**src/rtl/eflags_wb.sv**
```systemverilog
// eflags_wb: architectural EFLAGS register with a per-flag in-flight writer scoreboard
module eflags_wb #(
  parameter int PEND_W = 2
) (
  input  logic        clk,
  input  logic        rst,
  input  logic        wb_valid,
  input  logic [5:0]  wb_ld_flags,
  input  logic [5:0]  wb_flags,
  input  logic        wb_cmps_sel,
  input  logic [5:0]  wb_cmps_flags,
  input  logic        wb_ld_df,
  input  logic        wb_df_val,
  input  logic        wb_popf,
  input  logic [31:0] wb_popf_data,
  input  logic        iss_valid,
  input  logic [5:0]  iss_ld_flags,
  input  logic        iss_ld_df,
  input  logic [5:0]  iss_rd_flags,
  input  logic        iss_rd_df,
  input  logic        flush,
  output logic [31:0] eflags,
  output logic        CF_out,
  output logic        AF_out,
  output logic        DF_out,
  output logic        flag_stall,
  output logic        pend_err
);
  logic [5:0] flg_q, flg_d, src, pop6;
  logic df_q, df_d, perr_q, perr_d;
  logic [6:0][PEND_W-1:0] cnt_q, cnt_d;
  logic [6:0] wm, im, nz, full, rd, ld;
  logic unused_popf;
  assign unused_popf = ^{wb_popf_data[31:12], wb_popf_data[9:8], wb_popf_data[5],
                         wb_popf_data[3], wb_popf_data[1]};
  assign src  = wb_cmps_sel ? wb_cmps_flags : wb_flags;
  assign pop6 = {wb_popf_data[11], wb_popf_data[7], wb_popf_data[6],
                 wb_popf_data[4], wb_popf_data[2], wb_popf_data[0]};
  assign ld = {iss_ld_df, iss_ld_flags};
  assign rd = {iss_rd_df, iss_rd_flags};
  assign wm = wb_valid ? (wb_popf ? 7'h7F : {wb_ld_df, wb_ld_flags}) : 7'h00;
  assign flag_stall = iss_valid & (|(rd & nz) | |(ld & full));
  assign im = ld & {7{iss_valid & ~flag_stall & ~flush}};
  always_comb begin
    nz = '0;
    full = '0;
    cnt_d = cnt_q;
    for (int i = 0; i < 7; i++) begin
      nz[i] = cnt_q[i] != '0;
      full[i] = &cnt_q[i];
      cnt_d[i] = flush ? '0 :
                 (im[i] & ~wm[i]) ? cnt_q[i] + PEND_W'(1) :
                 (wm[i] & ~im[i] & nz[i]) ? cnt_q[i] - PEND_W'(1) : cnt_q[i];
    end
    flg_d = !wb_valid ? flg_q : wb_popf ? pop6 : (wb_ld_flags & src) | (~wb_ld_flags & flg_q);
    df_d = !wb_valid ? df_q : wb_popf ? wb_popf_data[10] : wb_ld_df ? wb_df_val : df_q;
    // a writeback older than a flush still commits but cannot flag an underflow
    perr_d = perr_q | (~flush & |(wm & ~nz));
  end
  always_ff @(posedge clk) begin
    if (rst) begin
      flg_q <= '0;
      df_q <= 1'b0;
      perr_q <= 1'b0;
      cnt_q <= '0;
    end else begin
      flg_q <= flg_d;
      df_q <= df_d;
      perr_q <= perr_d;
      cnt_q <= cnt_d;
    end
  end
  assign eflags = {20'd0, flg_q[5], df_q, 2'b00, flg_q[4], flg_q[3], 1'b0,
                   flg_q[2], 1'b0, flg_q[1], 1'b1, flg_q[0]};
  assign CF_out = flg_q[0];
  assign AF_out = flg_q[2];
  assign DF_out = df_q;
  assign pend_err = perr_q;
endmodule

```
**config.mk**
```make
export PLATFORM = sky130hd
export DESIGN_NAME = eflags_wb
export DESIGN_NICKNAME = d
export VERILOG_FILES = /design/src/rtl/eflags_wb.sv
export SDC_FILE = /design/constraint.sdc
export NUM_CORES = 1
export LEC_CHECK = 0
export CORE_MARGIN = 8
export CORE_UTILIZATION = 30
export DETAILED_ROUTE_END_ITERATION = 8
export PLACE_DENSITY = 0.66
export SYNTH_ARGS = -nofsm -noshare
export SYNTH_HDL_FRONTEND = slang
export SYNTH_SLANG_ARGS = --single-unit
```
**constraint.sdc**
```tcl
create_clock -name clk -period 2.8 [get_ports clk]
set_input_delay 0.7 -clock clk [delete_from_list [all_inputs] [get_ports clk]]
set_output_delay 0.7 -clock clk [all_outputs]
set_load 0.005 [all_outputs]
```
==> Word-level counts from Yosys, hierarchy flattened <==
Index checks and enable logic that the tools add are counted.
{ "word_totals": {"ff_bits": 22, "in_bits": 73, "out_inout_bits": 37, "wordCells": 123} }
{ "classes": {"n_addsub": 14, "muxes": 20, "bitwise_logic": 52, "n_reduce_logical": 27} }
{ "op_table": {"columns": ["operator", "count"], "rows": [
  ["2-bit nonzero test", 15],
  ["7-bit AND", 4],
  ["2-bit 2-to-1 mux", 14],
  ["1-bit AND", 25],
  ["7-bit OR reduction", 3],
  ["1-bit NOT", 16],
  ["2-bit AND reduction", 8],
  ["2-bit by 1-bit adder with 2-bit output (second input constant)", 7],
  ["7-bit 2-to-1 mux", 2],
  ["2-bit by 1-bit subtractor with 2-bit output (second input constant)", 7],
  ["6-bit AND", 2],
  ["6-bit 2-to-1 mux", 2],
  ["7-bit NOT", 1],
  ["6-bit NOT", 1],
  ["6-bit OR", 1],
  ["1-bit 2-to-1 mux", 2],
  ["1-bit OR", 2],
  ["2-bit OR reduction", 1]
]} }

==> Longest topological paths before layout <==
Gate-level depths: netlist of the first run.
{ "logic_depth": {"ltp_word": 14, "mapped_depth": 7, "ltp_nobuf": 5} }

==> Worst setup path after synthesis of the first run <==
OpenSTA, ideal clock, no wires.
{ "synth_timing": {"kind": "input -> output", "startpoint": "in iss_rd_flags[0]", "endpoint": "out flag_stall", "t_arrival_ns": 1.508, "required_time_ns": 2.100, "slack_ns": 0.592, "cell_stages": 6, "path_buffers": 2, "cell_sequence": "o21ai_0 > nand4_1 > nor3_1 > buf_2 > buf_2 > a21boi_0"} }
{ "synth_between": {"elab_chain_len": 4} }
{ "synth_lines": {"columns": ["item", "line_no", "source"], "rows": [
  ["start, declared", "19", "input logic [5:0] iss_rd_flags,"],
  ["7-bit AND", "42", "assign flag_stall = iss_valid & (|(rd & nz) | |(ld & full));"],
  ["7-bit OR reduction", "42", null],
  ["1-bit OR", "42", null],
  ["1-bit AND", "42", null],
  ["end, declared", "26", "output logic flag_stall,"]
]} }
Every way passes these cells.

==> Final worst setup path of the first run <==
{ "layout_timing": {"startpoint": "in iss_ld_flags[4]", "endpoint": "out flag_stall"} }
{ "layout_between": {"elab_chain_len": 4} }
{ "layout_lines": {"columns": ["item", "line_no", "source"], "rows": [
  ["start, declared", "17", "input logic [5:0] iss_ld_flags,"],
  ["7-bit AND", "42", null],
  ["7-bit OR reduction", "42", null],
  ["1-bit OR", "42", null],
  ["1-bit AND", "42", null]
]} }
Every way passes these cells.

==> impl_metrics.tcl, run 1 <==
set metrics [dict create \
    fin_skew_ns 0.00605 \
    swShare_pct 27.3 \
    met3_usage_pct 3.57 \
    clock-sinks 22 \
    switchingPower_mw 0.203 \
    yosysSeqAreaShare_pct 23.7 \
    cts-root-buf "clkbuf_8" \
    dieArea_um2 8980 \
    grt_pass1_wl_um 8670 \
    seq_power_share_pct 44.5 \
    gr-usage-met1_pct 15.3 \
    slowest_delay_ns 0.43 \
    ant_nets 0 \
    n_fill_cell 638 \
    grt-busiest-layer "met2" \
    final_max_slew_viol_count 0 \
    gp_congestion 0.811 \
    yosysTopAreaCellShare_pct 23.7 \
    worst_hold_slack_ns 0.500 \
    final_cell_mix "clkdlybuf4s50_1, conb_1, nand2_1, dfxtp_1, nor3_1" \
    floorplan.initialDensity_pct 31.3 \
    vias_per_cell 5.03 \
    synth-async-reset-ratio_pct 0 \
    final_common_cell "clkdlybuf4s50_1" \
    worst-path-max-fanout 2 \
    layout_min_cycle_time_ns 2.67 \
    setup_viol_count_final 0 \
    die-height_um 94.8 \
    cts_tree "done" \
    grt-ovfl-total 0 \
    p_int_mw 0.541 \
    clk_latency_ns 0.26 \
    num_vias 1870 \
    worstSetupEndpointType "output pin" \
    fin_util_pct 42.5 \
    antenna_found_initial 0 \
    p_leak_nw 1.03 \
    path_cells "clkdlybuf4s50_1 -> a32o_2 -> nor3_2 -> a21boi_1 -> dlygate4sd2_1" \
    drtIter0Drc 120 \
    fin_crit_sh_pct 95.3 \
    route.detailed.drc 0 \
    wire_per_inst_um 14.0 \
    pwr-share-comb_pct 29.1 \
    cts_max_level 1 \
    fp.dieW_um 94.8 \
    rsz0062_at_grt "false" \
    grt_use_met2_pct 18.4 \
    syn_avg_cell_area_um2 7.82 \
    critPathSlowestCell "clkdlybuf4s50_1" \
    syn_area_um2 1860 \
    clockBufferDepth 2 \
    p_clk_share_pct 26.3 \
    start_kind "primary input" \
    status "complete, no violations" \
    required_ns 2.10 \
    fmax_mhz 375 \
    vdd_ir_drop_max_v 0.000174 \
    io_pins 110 \
    wirelength_um 5230 \
    hold_buffers 0 \
    synth-edff-count 0 \
    dp_hpwl_um 4360 \
    coreArea_um2 5960 \
    drive_above_1_share_pct 13.8 \
    yosysTopAreaCell "dfxtp_1" \
    dr.pass1.iters 4 \
    grt_max_degree 34 \
    clk_transition_reported_paths_ns 0.08 \
    netlist_instances 238 \
    ys.flop_type "dfxtp_1" \
    cp_data_arrival_time_ns 1.97 \
    synth_top_cells_by_area "dfxtp_1, buf_4, nor3_1" \
    maxCapViolCount 0 \
    diodes 0 \
    yosys_warnings 0 \
    grt_pass1_vias 1784 \
    cellPowerDensity_nw_per_um2 294 \
    portBuffers 59 \
    numCtsBuffers 3 \
    hold_class "register to register" \
    synth_cell_type_count 33 \
    grt_use_total_pct 11.8 \
    nNetsFinal 372 \
    final-hold-violation-count 0 \
    rows 28 \
    crit_type "primary input to output pin" \
    syn_to_final_growth_pct 35.9 \
    ys_ff_latch 22 \
]
timing repair:
| action | in CTS | in global routing |
|---|---|---|
| endpoints found under the setup margin | 1 | 0 |
| gates resized for setup | 3 | 0 |
| setup buffers | 0 | 0 |
path summary, 6_finish.rpt:
check	cells after the start	to	slack (ns)	from
max	5	flag_stall	0.13	iss_ld_flags[4]
min reg2reg	2	register	0.50	register
max reg2reg	6	cnt_q[0]	0.87	cnt_q[10]
min	2	register	0.50	register
cells by family after synthesis:
logic type             Yosys count  share of synthesized area, %
and+or+nand+nor                108                          33.9
AOI/OAI and AO/OA               58                          24.1
buffers and inverters           41                          14.2
DFF                             22                          23.7
muxes                            7                          3.76
other                            2                         0.403
synth_stat cells, types with 6 or more instances:
library cell / number
nand2_1: 23
dfxtp_1: 22
nor3_1: 22
o211ai_1: 14
nor2_1: 8
o21a_1: 7
a211oi_1: 7
mux2i_1: 7
o21ai_0: 13
buf_4: 28
nand3_1: 15
nor3b_1: 6
nor4_2: 6
and3_1: 8
nand4_1: 8
clkbuf_1: 8
per-layer routing:
layer  share of wire (%)  wire length, µm
met1                  48             2530
met2                  43             2250
met3                 7.8              405
met4                0.88               46
met5                   0                0
power by group through the flow:
stage / logic, mW / clock network [mW] / registers [mW]
global route: 0.239 / 0.217 / 0.333
detailed placement: 0.217 / 0 / 0.339
finish: 0.217 / 0.196 / 0.332
global placement: 0.216 / 0 / 0.339
CTS: 0.218 / 0.205 / 0.332
floorplan: 0.121 / 0 / 0.338
cell type report:
cell class | count | area [µm²] | area share [%]
sequential | 22 | 440 | 17.4
multi-input combinational | 198 | 1250 | 49.5
tap | 75 | 93.8 | 3.71
timing repair buffer | 74 | 702 | 27.7
clock buffer | 3 | 41.3 | 1.63
worst max-delay path: cells and delay by family:
kind | cells | cell delay [ns]
buffers and inverters | 2 | 0.70
AO/OA/AOI/OAI | 2 | 0.38
AND/OR/NAND/NOR | 1 | 0.18
metrics by stage:
stage | TNS, ns | total power [mW] | std cells | area, µm² | setup WS, ns
2_1_floorplan | 0 | 0.460 | 261 | 1950 | 0.592
3_3_place_gp | -0.171 | 0.555 | 369 | 2480 | -0.171
3_5_place_dp | -0.164 | 0.556 | 369 | 2480 | -0.164
4_1_cts | 0 | 0.755 | 372 | 2530 | 0.0948
5_1_grt | 0 | 0.790 | 372 | 2530 | 0.0829
6_report | 0 | 0.744 | 372 | 2530 | 0.132
Power figures use the tool's default switching activity.
==> inputs of run 2 (changes only) <==
--- a/config.mk
+++ b/config.mk
@@ -7,6 +7,7 @@
 export LEC_CHECK = 0
 export CORE_MARGIN = 8
 export CORE_UTILIZATION = 30
+export CTS_CLUSTER_DIAMETER = 120
 export DETAILED_ROUTE_END_ITERATION = 8
 export PLACE_DENSITY = 0.66
 export SYNTH_ARGS = -nofsm -noshare
==> results of run 2 <==
Same layout as run 1: the final DEF is identical, and so are final timing and power.
==> inputs of run 3 (changes only) <==
--- a/config.mk
+++ b/config.mk
@@ -5,11 +5,14 @@
 export SDC_FILE = /design/constraint.sdc
 export NUM_CORES = 1
 export LEC_CHECK = 0
+export CELL_PAD_IN_SITES_DETAIL_PLACEMENT = 2
+export CELL_PAD_IN_SITES_GLOBAL_PLACEMENT = 2
 export CORE_MARGIN = 8
 export CORE_UTILIZATION = 30
 export CTS_CLUSTER_DIAMETER = 120
 export DETAILED_ROUTE_END_ITERATION = 8
-export PLACE_DENSITY = 0.66
+export DONT_BUFFER_PORTS = 1
+export PLACE_DENSITY_LB_ADDON = 0.1
 export SYNTH_ARGS = -nofsm -noshare
 export SYNTH_HDL_FRONTEND = slang
 export SYNTH_SLANG_ARGS = --single-unit
==> run 3 against run 2 <==
Register-to-register slack better by 0.10 ns; critical path type is now register to output pin; wire length up 23%; sequential share of layout area grew 5.8 points; largest power group unchanged; first-iteration DRC count is 1.7% higher; global-route usage rose by 2.7 points; clock skew fell by 0.0048 ns.
==> impl_metrics.tcl, run 3 (synthesized netlist as in run 1, its figures left out) <==
set metrics [dict create \
    status "complete, no violations" \
    cts-root-buf "clkbuf_8" \
    wire_per_inst_um 20.9 \
    route.detailed.drc 0 \
    reg2reg_depth 5 \
    path_cells "or2_1 -> a32o_2 -> nor3_1 -> a21boi_0" \
    grt_max_degree 34 \
    final_cells 308 \
    io_pins 110 \
    final-hold-violation-count 0 \
    fin_crit_sh_pct 83.3 \
    max_slew_margin_pct 61.4 \
    diodes 0 \
    worst-path-max-fanout 8 \
    setup_ws_ns 0.467 \
    fp.dieW_um 94.8 \
    syn_to_final_growth_pct 1.95 \
    cts_max_level 1 \
    rows 28 \
    cts.repair.resized 0 \
    pre_cts_slack_ns 0.524 \
    maxCapViolCount 0 \
    rr_endpoint "cnt_q[5]" \
    ant_nets 0 \
    cp_data_arrival_time_ns 1.63 \
    grt_pass1_vias 1976 \
    cellPowerDensity_nw_per_um2 350 \
    clock-sinks 22 \
    numCtsBuffers 3 \
    die-height_um 94.8 \
    critPathSlowestCell "dfxtp_1" \
    final_common_cell "conb_1" \
    grt_use_total_pct 14.5 \
    grt-ovfl-total 0 \
    worst_slew_pin_slew_ns 0.572 \
    portBuffers 0 \
    vdd_ir_drop_max_v 0.000208 \
    fin_skew_ns 0.00129 \
    cts_tree "done" \
    drive_above_1_share_pct 15.0 \
    dp_hpwl_um 5330 \
    hold_buffers 0 \
    start_kind "register" \
    gp_congestion 0.762 \
    dr.pass1.iters 3 \
    clk_transition_reported_paths_ns 0.09 \
    holdCritStartpoint "rst" \
    wirelength_um 6430 \
    num_vias 1730 \
    fmax_mhz 429 \
    reg2reg_from "cnt_q[10]" \
    final_max_slew_viol_count 0 \
    slowest_delay_ns 0.37 \
    antenna_found_initial 0 \
    r2r_setup_slack_ns 0.97 \
    clk_latency_ns 0.26 \
    crit_type "register to output pin" \
    setup_viol_count_final 0 \
    whs_path_depth 1 \
    total_power_mw 0.664 \
    p_leak_nw 0.768 \
    vias_per_cell 5.62 \
    setup_tns_ns 0 \
    post_cts_buffers 0 \
    placed_cells 305 \
    nNetsFinal 308 \
    hold_class "primary input to register" \
    drtIter0Drc 122 \
    final_cell_mix "conb_1, nand2_1, dfxtp_1, nor3_1, nand3_1" \
    worstSetupEndpointType "output pin" \
    grt_pass1_wl_um 10300 \
    rsz0062_at_grt "false" \
    clockBufferDepth 2 \
    required_ns 2.10 \
    coreArea_um2 5960 \
    dieArea_um2 8980 \
    floorplan.initialDensity_pct 31.3 \
    path_buf_inv 0 \
    cp_top_family "simple AND/OR/NAND/NOR gates" \
    layout_min_cycle_time_ns 2.33 \
]
[run 3: cell count changes in the layout (fill, tap and decap cells not counted)]
cell and delta:
clkdlybuf4s50_1 -58, a21boi_1 -1, nor3_2 -1, a21boi_0 +1
dlygate4sd2_1 -1, nor3_1 +1, buf_4 -5
[run 3: per-stage QoR]
| step | instance area [µm²] | util [%] | hold slack [ns] |
|---|---|---|---|
| after CTS | 1900 | 31.9 | 0.488 |
| final | 1900 | 31.9 | 0.497 |
| after floorplan | 1950 | - | 0.481 |
| after global placement | 1860 | 31.2 | 0.514 |
| after global routing | 1900 | 31.9 | 0.487 |
| after detailed placement | 1860 | 31.2 | 0.523 |
[run 3: power breakdown]
part	internal, mW	total, mW	switching, mW
clock network	0.0964	0.214	0.117
registers	0.323	0.335	0.0118
logic	0.0424	0.115	0.0723
[run 3: how the worst max path moves through the flow]
stage	slack, ns	start	to	cells after the start
CTS	0.40	cnt_q[12]	flag_stall	4
detailed placement	0.52	iss_rd_flags[4]	flag_stall	4
global placement	0.53	iss_rd_flags[4]	flag_stall	4
finish	0.47	cnt_q[10]	flag_stall	4
global route	0.32	cnt_q[0]	flag_stall	4
floorplan	0.59	iss_rd_flags[0]	flag_stall	6
[run 3: final cells by class]
cell class / instances / area [µm²]
flip-flops and latches: 22 / 440
multi-input cells: 198 / 1250
well taps: 75 / 93.8
repair buffers: 10 / 75.1
clock buffers: 3 / 41.3
fillers: 718 / 4060
[run 3: metal layers]
metal / global-route usage (%) / wire (µm)
met4: 2.86 / 29
met2: 25.6 / 3160
met3: 4.92 / 500
met5: 0 / 0
met1: 16.7 / 2740
